`src/rtl/apb_uart_regs_fifo.sv`:
```
// APB register front end for a 16550-style UART with RX/TX FIFOs, FCR control,
// prioritised interrupt identification and sticky line-status errors.
module apb_uart_regs_fifo #(
  parameter int unsigned DEPTH = 16,
  parameter int unsigned AW    = 3,
  parameter int unsigned DW    = 32
) (
  input  logic          PCLK,
  input  logic          PRESETn,
  input  logic [AW-1:0] PADDR,
  input  logic          PSEL,
  input  logic          PENABLE,
  input  logic          PWRITE,
  input  logic [DW-1:0] PWDATA,
  output logic [DW-1:0] PRDATA,
  output logic          PREADY,
  output logic          PSLVERR,
  input  logic          rx_push,
  input  logic [7:0]    rx_data,
  input  logic          rx_perr,
  input  logic          rx_ferr,
  input  logic          tx_pop,
  output logic [7:0]    tx_data,
  output logic          tx_empty,
  input  logic          tx_busy,
  output logic [6:0]    lcr_out,
  output logic [15:0]   divisor,
  output logic          irq
);

  localparam int unsigned PW = $clog2(DEPTH);
  localparam int unsigned CW = PW + 1;

  // Register state
  logic [7:0]    ier_q, ier_d, lcr_q, lcr_d, mcr_q, mcr_d, spr_q, spr_d;
  logic [7:0]    dll_q, dll_d, dlm_q, dlm_d;
  logic [1:0]    trig_q, trig_d;
  logic          oe_q, oe_d, pe_q, pe_d, fe_q, fe_d;
  logic          thre_q, thre_d, irq_q, irq_d;

  // FIFO state
  logic [7:0]    rx_mem_q [DEPTH];
  logic [7:0]    tx_mem_q [DEPTH];
  logic [PW-1:0] rx_wptr_q, rx_wptr_d, rx_rptr_q, rx_rptr_d;
  logic [PW-1:0] tx_wptr_q, tx_wptr_d, tx_rptr_q, tx_rptr_d;
  logic [CW-1:0] rx_cnt_q, rx_cnt_d, tx_cnt_q, tx_cnt_d;

  // Decoded access strobes
  logic          access, wr_acc, rd_acc, dlab;
  logic [2:0]    addr;
  logic          rhr_rd, thr_wr, fcr_wr, ier_wr, lsr_rd, isr_rd;
  logic          rx_full, rx_empty, tx_full, tx_empty_int;
  logic          rx_clr, tx_clr, rx_wr_en, rx_pop, tx_wr_en, tx_rd_en;
  logic [7:0]    rx_head, rdata, lsr;
  logic [3:0]    isr_id;
  logic [CW-1:0] trig_lvl;
  logic [15:0]   div_raw;
  logic [DW-9:0] unused_pwdata;

  assign addr   = PADDR[2:0];
  assign access = PSEL && PENABLE;
  assign wr_acc = access && PWRITE;
  assign rd_acc = access && !PWRITE;
  assign dlab   = lcr_q[7];

  assign rhr_rd = rd_acc && (addr == 3'd0) && !dlab;
  assign thr_wr = wr_acc && (addr == 3'd0) && !dlab;
  assign fcr_wr = wr_acc && (addr == 3'd2);
  assign ier_wr = wr_acc && (addr == 3'd1) && !dlab;
  assign lsr_rd = rd_acc && (addr == 3'd5);
  assign isr_rd = rd_acc && (addr == 3'd2);

  assign rx_full      = (rx_cnt_q == CW'(DEPTH));
  assign rx_empty     = (rx_cnt_q == '0);
  assign tx_full      = (tx_cnt_q == CW'(DEPTH));
  assign tx_empty_int = (tx_cnt_q == '0);

  // FIFO clears take priority over any push or pop in the same cycle
  assign rx_clr   = fcr_wr && PWDATA[1];
  assign tx_clr   = fcr_wr && PWDATA[2];
  assign rx_wr_en = rx_push && !rx_full && !rx_clr;
  assign rx_pop   = rhr_rd && !rx_empty;
  assign tx_wr_en = thr_wr && !tx_full && !tx_clr;
  assign tx_rd_en = tx_pop && !tx_empty_int && !tx_clr;

  assign rx_head  = rx_empty ? 8'h00 : rx_mem_q[rx_rptr_q];
  assign tx_data  = tx_empty_int ? 8'h00 : tx_mem_q[tx_rptr_q];
  assign tx_empty = tx_empty_int;

  assign PREADY  = 1'b1;
  assign PSLVERR = (thr_wr && tx_full) || (wr_acc && ((addr == 3'd5) || (addr == 3'd6)));

  assign lcr_out = lcr_q[6:0];
  assign div_raw = {dlm_q, dll_q};
  assign divisor = (div_raw == 16'd0) ? 16'd1 : div_raw;
  assign irq     = irq_q;
  assign lsr     = {1'b0, tx_empty_int && !tx_busy, tx_empty_int, 1'b0, fe_q, pe_q, oe_q,
                    !rx_empty};

  assign unused_pwdata = PWDATA[DW-1:8];

  // RX trigger threshold selected by FCR[7:6]
  always_comb begin
    trig_lvl = CW'(1);
    case (trig_q)
      2'd1:    trig_lvl = CW'(DEPTH / 4);
      2'd2:    trig_lvl = CW'(DEPTH / 2);
      2'd3:    trig_lvl = CW'(DEPTH - 2);
      default: trig_lvl = CW'(1);
    endcase
  end

  // Interrupt identification, highest priority first
  always_comb begin
    isr_id = 4'b0001;
    if (ier_q[2] && (oe_q || pe_q || fe_q))      isr_id = 4'b0110;
    else if (ier_q[0] && (rx_cnt_q >= trig_lvl)) isr_id = 4'b0100;
    else if (ier_q[1] && thre_q)                 isr_id = 4'b0010;
  end

  // Read data mux, driven only during a read access
  always_comb begin
    rdata = 8'h00;
    if (rd_acc) begin
      case (addr)
        3'd0:    rdata = dlab ? dll_q : rx_head;
        3'd1:    rdata = dlab ? dlm_q : ier_q;
        3'd2:    rdata = {4'b1100, isr_id};
        3'd3:    rdata = lcr_q;
        3'd4:    rdata = mcr_q;
        3'd5:    rdata = lsr;
        3'd6:    rdata = 8'h00;
        default: rdata = spr_q;
      endcase
    end
    PRDATA       = '0;
    PRDATA[7:0]  = rdata;
  end

  // FIFO pointer and count next state
  always_comb begin
    rx_wptr_d = rx_wptr_q;
    rx_rptr_d = rx_rptr_q;
    rx_cnt_d  = rx_cnt_q;
    tx_wptr_d = tx_wptr_q;
    tx_rptr_d = tx_rptr_q;
    tx_cnt_d  = tx_cnt_q;
    if (rx_clr) begin
      rx_wptr_d = '0;
      rx_rptr_d = '0;
      rx_cnt_d  = '0;
    end else begin
      if (rx_wr_en) rx_wptr_d = rx_wptr_q + PW'(1);
      if (rx_pop)   rx_rptr_d = rx_rptr_q + PW'(1);
      rx_cnt_d = rx_cnt_q + CW'(rx_wr_en) - CW'(rx_pop);
    end
    if (tx_clr) begin
      tx_wptr_d = '0;
      tx_rptr_d = '0;
      tx_cnt_d  = '0;
    end else begin
      if (tx_wr_en) tx_wptr_d = tx_wptr_q + PW'(1);
      if (tx_rd_en) tx_rptr_d = tx_rptr_q + PW'(1);
      tx_cnt_d = tx_cnt_q + CW'(tx_wr_en) - CW'(tx_rd_en);
    end
  end

  // Register writes, sticky line status, THRE pending and irq next state
  always_comb begin
    ier_d  = ier_q;
    lcr_d  = lcr_q;
    mcr_d  = mcr_q;
    spr_d  = spr_q;
    dll_d  = dll_q;
    dlm_d  = dlm_q;
    trig_d = trig_q;
    if (wr_acc) begin
      case (addr)
        3'd0:    if (dlab) dll_d = PWDATA[7:0];
        3'd1:    if (dlab) dlm_d = PWDATA[7:0]; else ier_d = PWDATA[7:0];
        3'd2:    trig_d = PWDATA[7:6];
        3'd3:    lcr_d = PWDATA[7:0];
        3'd4:    mcr_d = PWDATA[7:0];
        3'd7:    spr_d = PWDATA[7:0];
        default: ;
      endcase
    end
    // A new error event in the same cycle as an LSR read survives the read
    oe_d = (rx_push && rx_full) || (oe_q && !lsr_rd);
    pe_d = (rx_push && rx_perr) || (pe_q && !lsr_rd);
    fe_d = (rx_push && rx_ferr) || (fe_q && !lsr_rd);
    thre_d = thre_q;
    if ((!tx_empty_int && (tx_cnt_d == '0)) ||
        (ier_wr && PWDATA[1] && !ier_q[1] && tx_empty_int)) begin
      thre_d = 1'b1;
    end else if (thr_wr || (isr_rd && (isr_id == 4'b0010))) begin
      thre_d = 1'b0;
    end
    irq_d = !isr_id[0];
  end

  // FIFO storage, no reset needed
  always_ff @(posedge PCLK) begin
    if (rx_wr_en) rx_mem_q[rx_wptr_q] <= rx_data;
    if (tx_wr_en) tx_mem_q[tx_wptr_q] <= PWDATA[7:0];
  end

  // State registers
  always_ff @(posedge PCLK or negedge PRESETn) begin
    if (!PRESETn) begin
      ier_q     <= '0;
      lcr_q     <= '0;
      mcr_q     <= '0;
      spr_q     <= '0;
      dll_q     <= '0;
      dlm_q     <= '0;
      trig_q    <= '0;
      oe_q      <= 1'b0;
      pe_q      <= 1'b0;
      fe_q      <= 1'b0;
      thre_q    <= 1'b0;
      irq_q     <= 1'b0;
      rx_wptr_q <= '0;
      rx_rptr_q <= '0;
      rx_cnt_q  <= '0;
      tx_wptr_q <= '0;
      tx_rptr_q <= '0;
      tx_cnt_q  <= '0;
    end else begin
      ier_q     <= ier_d;
      lcr_q     <= lcr_d;
      mcr_q     <= mcr_d;
      spr_q     <= spr_d;
      dll_q     <= dll_d;
      dlm_q     <= dlm_d;
      trig_q    <= trig_d;
      oe_q      <= oe_d;
      pe_q      <= pe_d;
      fe_q      <= fe_d;
      thre_q    <= thre_d;
      irq_q     <= irq_d;
      rx_wptr_q <= rx_wptr_d;
      rx_rptr_q <= rx_rptr_d;
      rx_cnt_q  <= rx_cnt_d;
      tx_wptr_q <= tx_wptr_d;
      tx_rptr_q <= tx_rptr_d;
      tx_cnt_q  <= tx_cnt_d;
    end
  end

endmodule

```
`config.mk`:
```
export PLATFORM = sky130hd
export DESIGN_NAME = apb_uart_regs_fifo
export DESIGN_NICKNAME = d
export VERILOG_FILES = /design/src/rtl/apb_uart_regs_fifo.sv
export SDC_FILE = /design/constraint.sdc
export NUM_CORES = 1
export LEC_CHECK = 0
export ABC_AREA = 0
export CORE_MARGIN = 4
export CORE_UTILIZATION = 54
export DETAILED_ROUTE_END_ITERATION = 12
export PLACE_DENSITY = 0.75
export SLEW_MARGIN = 20
export SYNTH_ARGS = -nofsm -noshare
export SYNTH_HDL_FRONTEND = slang
export SYNTH_SLANG_ARGS = --single-unit
export TNS_END_PERCENT = 50
```
`constraint.sdc`:
```
create_clock -name PCLK -period 5.82 [get_ports PCLK]
set_input_delay 0.582 -clock PCLK [delete_from_list [all_inputs] [get_ports PCLK]]
set_output_delay 0.582 -clock PCLK [all_outputs]
set_load 0.005 [all_outputs]
```
Word-level counts from Yosys, hierarchy flattened
Memory sizes are Yosys's and may differ from the RTL's.
Index checks and enable logic that the tools add are counted.
{ "op_classes": {"n_reduce_logical": 76, "n_eq_ne": 13, "bitwise_logic": 1, "n_addsub": 8, "muxes": 27, "magnitude_cmp": 1} }
{ "ops": {"columns": ["op", "n"], "rows": [
  ["8-bit one-hot mux with 7 select lines", 1],
  ["8-bit 2-to-1 mux", 5],
  ["1-bit logical AND", 38],
  ["4-bit 2-to-1 mux", 8],
  ["4-bit by 1-bit adder with 4-bit output (second input constant)", 4],
  ["16-bit logical NOT", 1],
  ["16-bit 2-to-1 mux", 1],
  ["5-bit logical NOT", 3],
  ["3-bit equality test (second input constant)", 4],
  ["1-bit logical NOT", 12],
  ["4-bit one-hot mux with 3 select lines", 1],
  ["5-bit by 1-bit adder with 5-bit output", 2],
  ["5-bit equality test (second input constant)", 2],
  ["5-bit 2-to-1 mux", 2],
  ["2-bit nonzero test", 5],
  ["5-bit by 1-bit subtractor with 5-bit output", 2],
  ["1-bit logical OR", 9],
  ["3-bit AND reduction", 3],
  ["2-bit AND reduction", 4],
  ["3-bit by 2-bit equality test with 1-bit output (second input constant)", 2],
  ["1-bit 2-to-1 mux", 6],
  ["3-bit 2-to-1 mux", 2],
  ["5-bit greater-or-equal comparator", 1],
  ["2-bit equality test (second input constant)", 2],
  ["6 further kinds", 6]
]} }
{ "word_totals": {"inputBits": 53, "mem_count": 2, "mem_bits_rw": 256, "regBits": 81} }
{ "memory_table": {"columns": ["memory", "words", "word_bits", "read_ports", "rd_ports_with_merged_regs", "write_ports", "line_no", "source"], "rows": [
  ["rx_mem_q", 16, 8, 1, 0, 1, "42", "logic [7:0] rx_mem_q [DEPTH];"],
  ["tx_mem_q", 16, 8, 1, 0, 1, "43", "logic [7:0] tx_mem_q [DEPTH];"]
]} }

Logic depth before layout (Yosys ltp)
{ "depth": {"depth_word": 13, "mapped_depth": 18, "mapped_depth_nobuf": 15} }

Worst setup path before layout
OpenSTA, ideal clock, no wires.
{ "synth_timing": {"path_kind": "input port to flip-flop", "start": "in PADDR[1]", "end": "reg thre_q", "t_arrival_ns": 3.584, "setup_slack_ns": 2.096, "setup_time_ns": 0.140, "cell_stages": 18, "cell_sequence": "buf_2 -> nand2b_1 -> clkbuf_1 -> nor3_1 -> and2_1 -> clkbuf_1 -> buf_2 -> nor2_1 -> ha_1 -> inv_1 -> ha_1 -> inv_1 -> fa_1 -> nand2b_1 -> a21oi_1 -> o21ai_0 -> a41oi_1 -> o211ai_1"} }
{ "synth_via": {"elab_chain_len": 12} }
{ "synth_rtl": {"columns": ["item", "line_no", "source"], "rows": [
  ["from (decl)", "10", "input logic [AW-1:0] PADDR,"],
  ["3-bit by 2-bit equality test with 1-bit output or 3-bit logical NOT (tied branches)", "68, 71, 67", null],
  ["1-bit logical AND, on equally long branches", "68, 67", null],
  ["1-bit logical AND, on equally long branches", "80, 67", null],
  ["1-bit logical NOT or 1-bit logical AND (tied branches)", "83, 84", null],
  ["1-bit logical AND", "83", "assign tx_wr_en = thr_wr && !tx_full && !tx_clr;"],
  ["5-bit by 1-bit adder with 5-bit output", "164", "tx_cnt_d = tx_cnt_q + CW'(tx_wr_en) - CW'(tx_rd_en);"],
  ["5-bit by 1-bit subtractor with 5-bit output", "164", null],
  ["5-bit 2-to-1 mux", "157", "if (tx_clr) begin"],
  ["5-bit logical NOT", "193", "if ((!tx_empty_int && (tx_cnt_d == '0)) ||"],
  ["1-bit logical AND", "193", null],
  ["1-bit logical OR", "193", null],
  ["1-bit 2-to-1 mux or 2-bit nonzero test (tied branches)", null, null],
  ["to (signal assigned)", "240", "thre_q <= thre_d;"],
  ["to (decl)", "39", "logic thre_q, thre_d, irq_q, irq_d;"]
]} }
Parallel ways exist; a longest one is shown, timed or not.
A chain may end at the register's enable or synchronous reset.

Worst setup path in the final report
{ "layout_timing": {"start": "in PADDR[0]", "end": "out PRDATA[3]"} }
{ "layout_via": {"elab_chain_len": 3} }
{ "layout_rtl": {"columns": ["item", "line_no", "source"], "rows": [
  ["3-bit equality test (tied with other cells)", "125", "case (addr)"],
  ["8-bit one-hot mux with 7 select lines *", "125", null],
  ["8-bit 2-to-1 mux *", "124", "if (rd_acc) begin"],
  ["to (decl)", "15", "output logic [DW-1:0] PRDATA,"]
]} }
Every way passes the cells marked *; elsewhere a longest branch is shown, timed or not.

==> impl_metrics.py <==
metrics = {
    "worst_setup_path": {
        "crit_path_top_delay_cell": "nor3_1",
        "crit_path_max_incr_delay_ns": 0.73,
        "r2r_slack_ns": 2.23,
        "rr_worst_depth": 15,
        "endpoint": "PRDATA[3]",
        "end_kind": "output pin",
        "r2r-end": "thre_q",
        "cp.required_ns": 5.24,
        "crit_top_cell": "clkdlybuf4s50_1",
        "critPathKind": "input pin to output pin",
        "r2r_start": "tx_cnt_q[3]",
        "cp_data_arrival_time_ns": 3.68,
        "cp-startpoint": "PADDR[0]",
        "worstPathCellList": "clkdlybuf4s50_1, buf_4, or3_4, nor3_1, o211ai_1, a31oi_1, clkdlybuf4s50_1",
        "start_kind": "input pin",
        "crit_path_max_fanout": 26,
    },
    "sta": {
        "setup_tns_ns": 0,
        "final_hold_viol_count": 0,
        "whs_ns": 0.398,
        "finalCritPeriodShare_pct": 73.1,
        "setup_viol": 0,
        "tightest_slew_ns": 1.18,
        "fmax_ghz": 0.235,
        "rsz0062_at_grt": "no",
        "timing.final.ws_setup_ns": 1.56,
        "slew_headroom_pct": 20.9,
        "layout_min_cycle_time_ns": 4.26,
        "finClkSkew_ns": 0.0213,
        "final_max_slew_viol_count": 0,
    },
    "finish": {
        "final_util_pct": 62.0,
        "num_antenna_cells": 0,
        "instances_no_fill": 1382,
        "fin_nets": 1098,
        "syn_to_final_growth_pct": 12.7,
        "final_cell_area_sq_mm": 0.0168,
        "drive_above_1_share_pct": 16.2,
    },
    "global_route": {
        "antenna_found_initial": 0,
        "grt.busiest_layer": "met2",
        "grt_max_degree": 81,
        "grt_pass1_vias": 8411,
        "globalRouteOverflowTotal": 0,
        "grt_pass1_wl_microns": 49200,
        "use_met1_pct": 30.1,
        "grt.met3_usage_pct": 3.55,
        "use_met2_pct": 33.3,
        "grtUsageTotal_pct": 20.9,
    },
    "yosys": {
        "postSynthCellCount": 965,
        "async_flop_share_pct": 24.0,
        "synth_top_area_share_pct": 51.7,
        "synthTopCellsByArea": "edfxtp_1, dfrtp_1, mux4_2",
        "netlist_area_sq_mm": 0.0149,
        "ys_ff_latch": 337,
        "ys_types": 69,
        "yosys_warnings": 0,
        "synth_edf_count": 256,
        "syn_area_per_cell_sq_um": 15.4,
        "yosysSeqAreaShare_pct": 65.3,
        "yosys_most_used_dff": "edfxtp_1",
        "synth.largest_area_cell": "edfxtp_1",
    },
    "clocking": {
        "cts_setup_buffers": 0,
        "cts_buffers": 35,
        "clk-insertion-delay-late_ns": 0.52,
        "htree_levels": 2,
        "cts_tree": "done",
        "clock-sinks": 337,
        "clock_path_buffers": 3,
        "root_buffer": "clkbuf_16",
        "clk_pin_slew_ns": 0.06,
    },
    "placed_design": {
        "place_inst": 1320,
        "dpl_cell_area_sq_mm": 0.0157,
        "io_buffers": 70,
        "place.detailed.hpwl_microns": 20700,
        "gp_congestion": 0.842,
        "pre_cts_slack_ns": 1.16,
    },
    "drt": {
        "totalWireLength_microns": 31900,
        "viasPerCell": 6.09,
        "vias": 8418,
        "drc_errors": 0,
        "wire_per_inst_microns": 23.1,
        "drt-initial-drc-count": 770,
        "dr.pass1.iters": 5,
        "ant_nets": 0,
    },
    "outcome": {
        "status": "finished, final reports clean",
    },
    "pwr": {
        "ir_drop_mv": 0.307,
        "leakage_nw": 6.06,
        "powerDensity_mw_per_mm2": 418,
        "finalPower_mw": 7.01,
    },
    "job": {
        "maxCapViolCount": 0,
    },
    "die": {
        "initial_core_util_pct": 55.0,
        "die_x_microns": 174,
        "die_h_microns": 174,
        "core_sq_mm": 0.0270,
        "die_area_sq_mm": 0.0303,
        "ios": 120,
        "rows": 60,
    },
    "worst_hold_path": {
        "holdCritPathClass": "input pin to asynchronous set/reset pin",
    },
}
-- synthesized netlist by cell type, drive strengths merged, types with 4 or more instances --
| library cell | instances |
|---|---|
| and2 | 31 |
| a21oi | 16 |
| o32ai | 8 |
| mux4 | 41 |
| xnor2 | 8 |
| o211ai | 5 |
| nor2 | 37 |
| edfxtp | 256 |
| nor2b | 11 |
| nor4 | 6 |
| a211oi | 10 |
| nand3 | 14 |
| o22ai | 11 |
| xor2 | 10 |
| mux2 | 49 |
| nor3b | 6 |
| mux2i | 61 |
| nand2b | 8 |
| ha | 26 |
| nor3 | 10 |
| o221ai | 11 |
| a31oi | 5 |
| a221oi | 4 |
| clkbuf | 39 |
| dfrtp | 81 |
| a22o | 4 |
| nand2 | 33 |
| a22oi | 6 |
| o21ai | 30 |
| inv | 26 |
| buf | 55 |
-- where the power goes --
part	switching, mW	internal, mW
Clock	0.876	1.18
Combinational	0.874	0.904
Sequential	0.332	2.84
-- state kept, by name (all words and copies together), names as in the netlist --
signal     count
pe_q           1
irq            1
tx_cnt_q       5
tx_mem_q     128
rx_mem_q     128
tx_wptr_q      4
rx_cnt_q       5
tx_rptr_q      4
oe_q           1
fe_q           1
lcr_q          8
dll_q          8
thre_q         1
dlm_q          8
rx_wptr_q      4
mcr_q          8
trig_q         2
rx_rptr_q      4
ier_q          8
spr_q          8
-- metal layers --
layer	vias up	part of all wire, %
met5	-	0
met4	0	2.8
met3	66	6.9
met2	331	48
met1	4274	42
li1	3747	-
-- placed cells by master (no fill, tap or decap), types with 16 or more instances in the layout --
cell | synthesis | routed
mux4_2 | 41 | 41
clkdlybuf4s50_1 | 0 | 69
o21ai_0 | 30 | 30
mux2i_1 | 61 | 61
and2_1 | 31 | 31
dfrtp_1 | 81 | 80
edfxtp_1 | 256 | 256
mux2_2 | 49 | 49
ha_1 | 26 | 26
nand2_1 | 32 | 32
conb_1 | 2 | 25
a21oi_1 | 16 | 16
clkbuf_16 | 0 | 36
inv_1 | 25 | 25
nor2_1 | 37 | 36
-- repair_timing --
| item | CTS | global route |
|---|---|---|
| hold endpoints to repair | 1 | 0 |
| hold buffers | 1 | 0 |
| resized for setup | 0 | 0 |
-- cell type report --
class,instances,area (sq um)
Clock buffer,45,935
Clock inverter,16,116
Fill cell,1951,10300
Inverter,26,97.6
Multi-Input combinational cell,531,4640
Sequential cell,337,9720
Tap cell,341,427
Timing Repair Buffer,86,825
-- worst min path at each step --
stage | end | slack (ns)
after floorplan | dll_q[0] | 0.29
after global placement | irq | 0.36
after detailed placement | irq | 0.37
after CTS | irq | 0.39
after global routing | irq | 0.42
final | irq | 0.40
-- worst max-delay path, delay by kind of cell --
family | cells | cell delay, ns
AO/OA/AOI/OAI | 2 | 0.70
AND/OR/NAND/NOR | 2 | 1.20
buffers and inverters | 3 | 1.18
-- logic make-up (layout without fill, tap and decap cells) --
family,count (synthesis),after routing,synth area share [%]
compound gates,133,133,6.22
other cells,2,25,0.0505
xor+xnor,18,18,1.06
simple gates,176,176,6.75
flops,337,337,65.3
mux,151,151,14.0
fa+ha+maj,28,28,2.46
buf+inv,120,173,4.13
(Power assumes the default switching activity.)
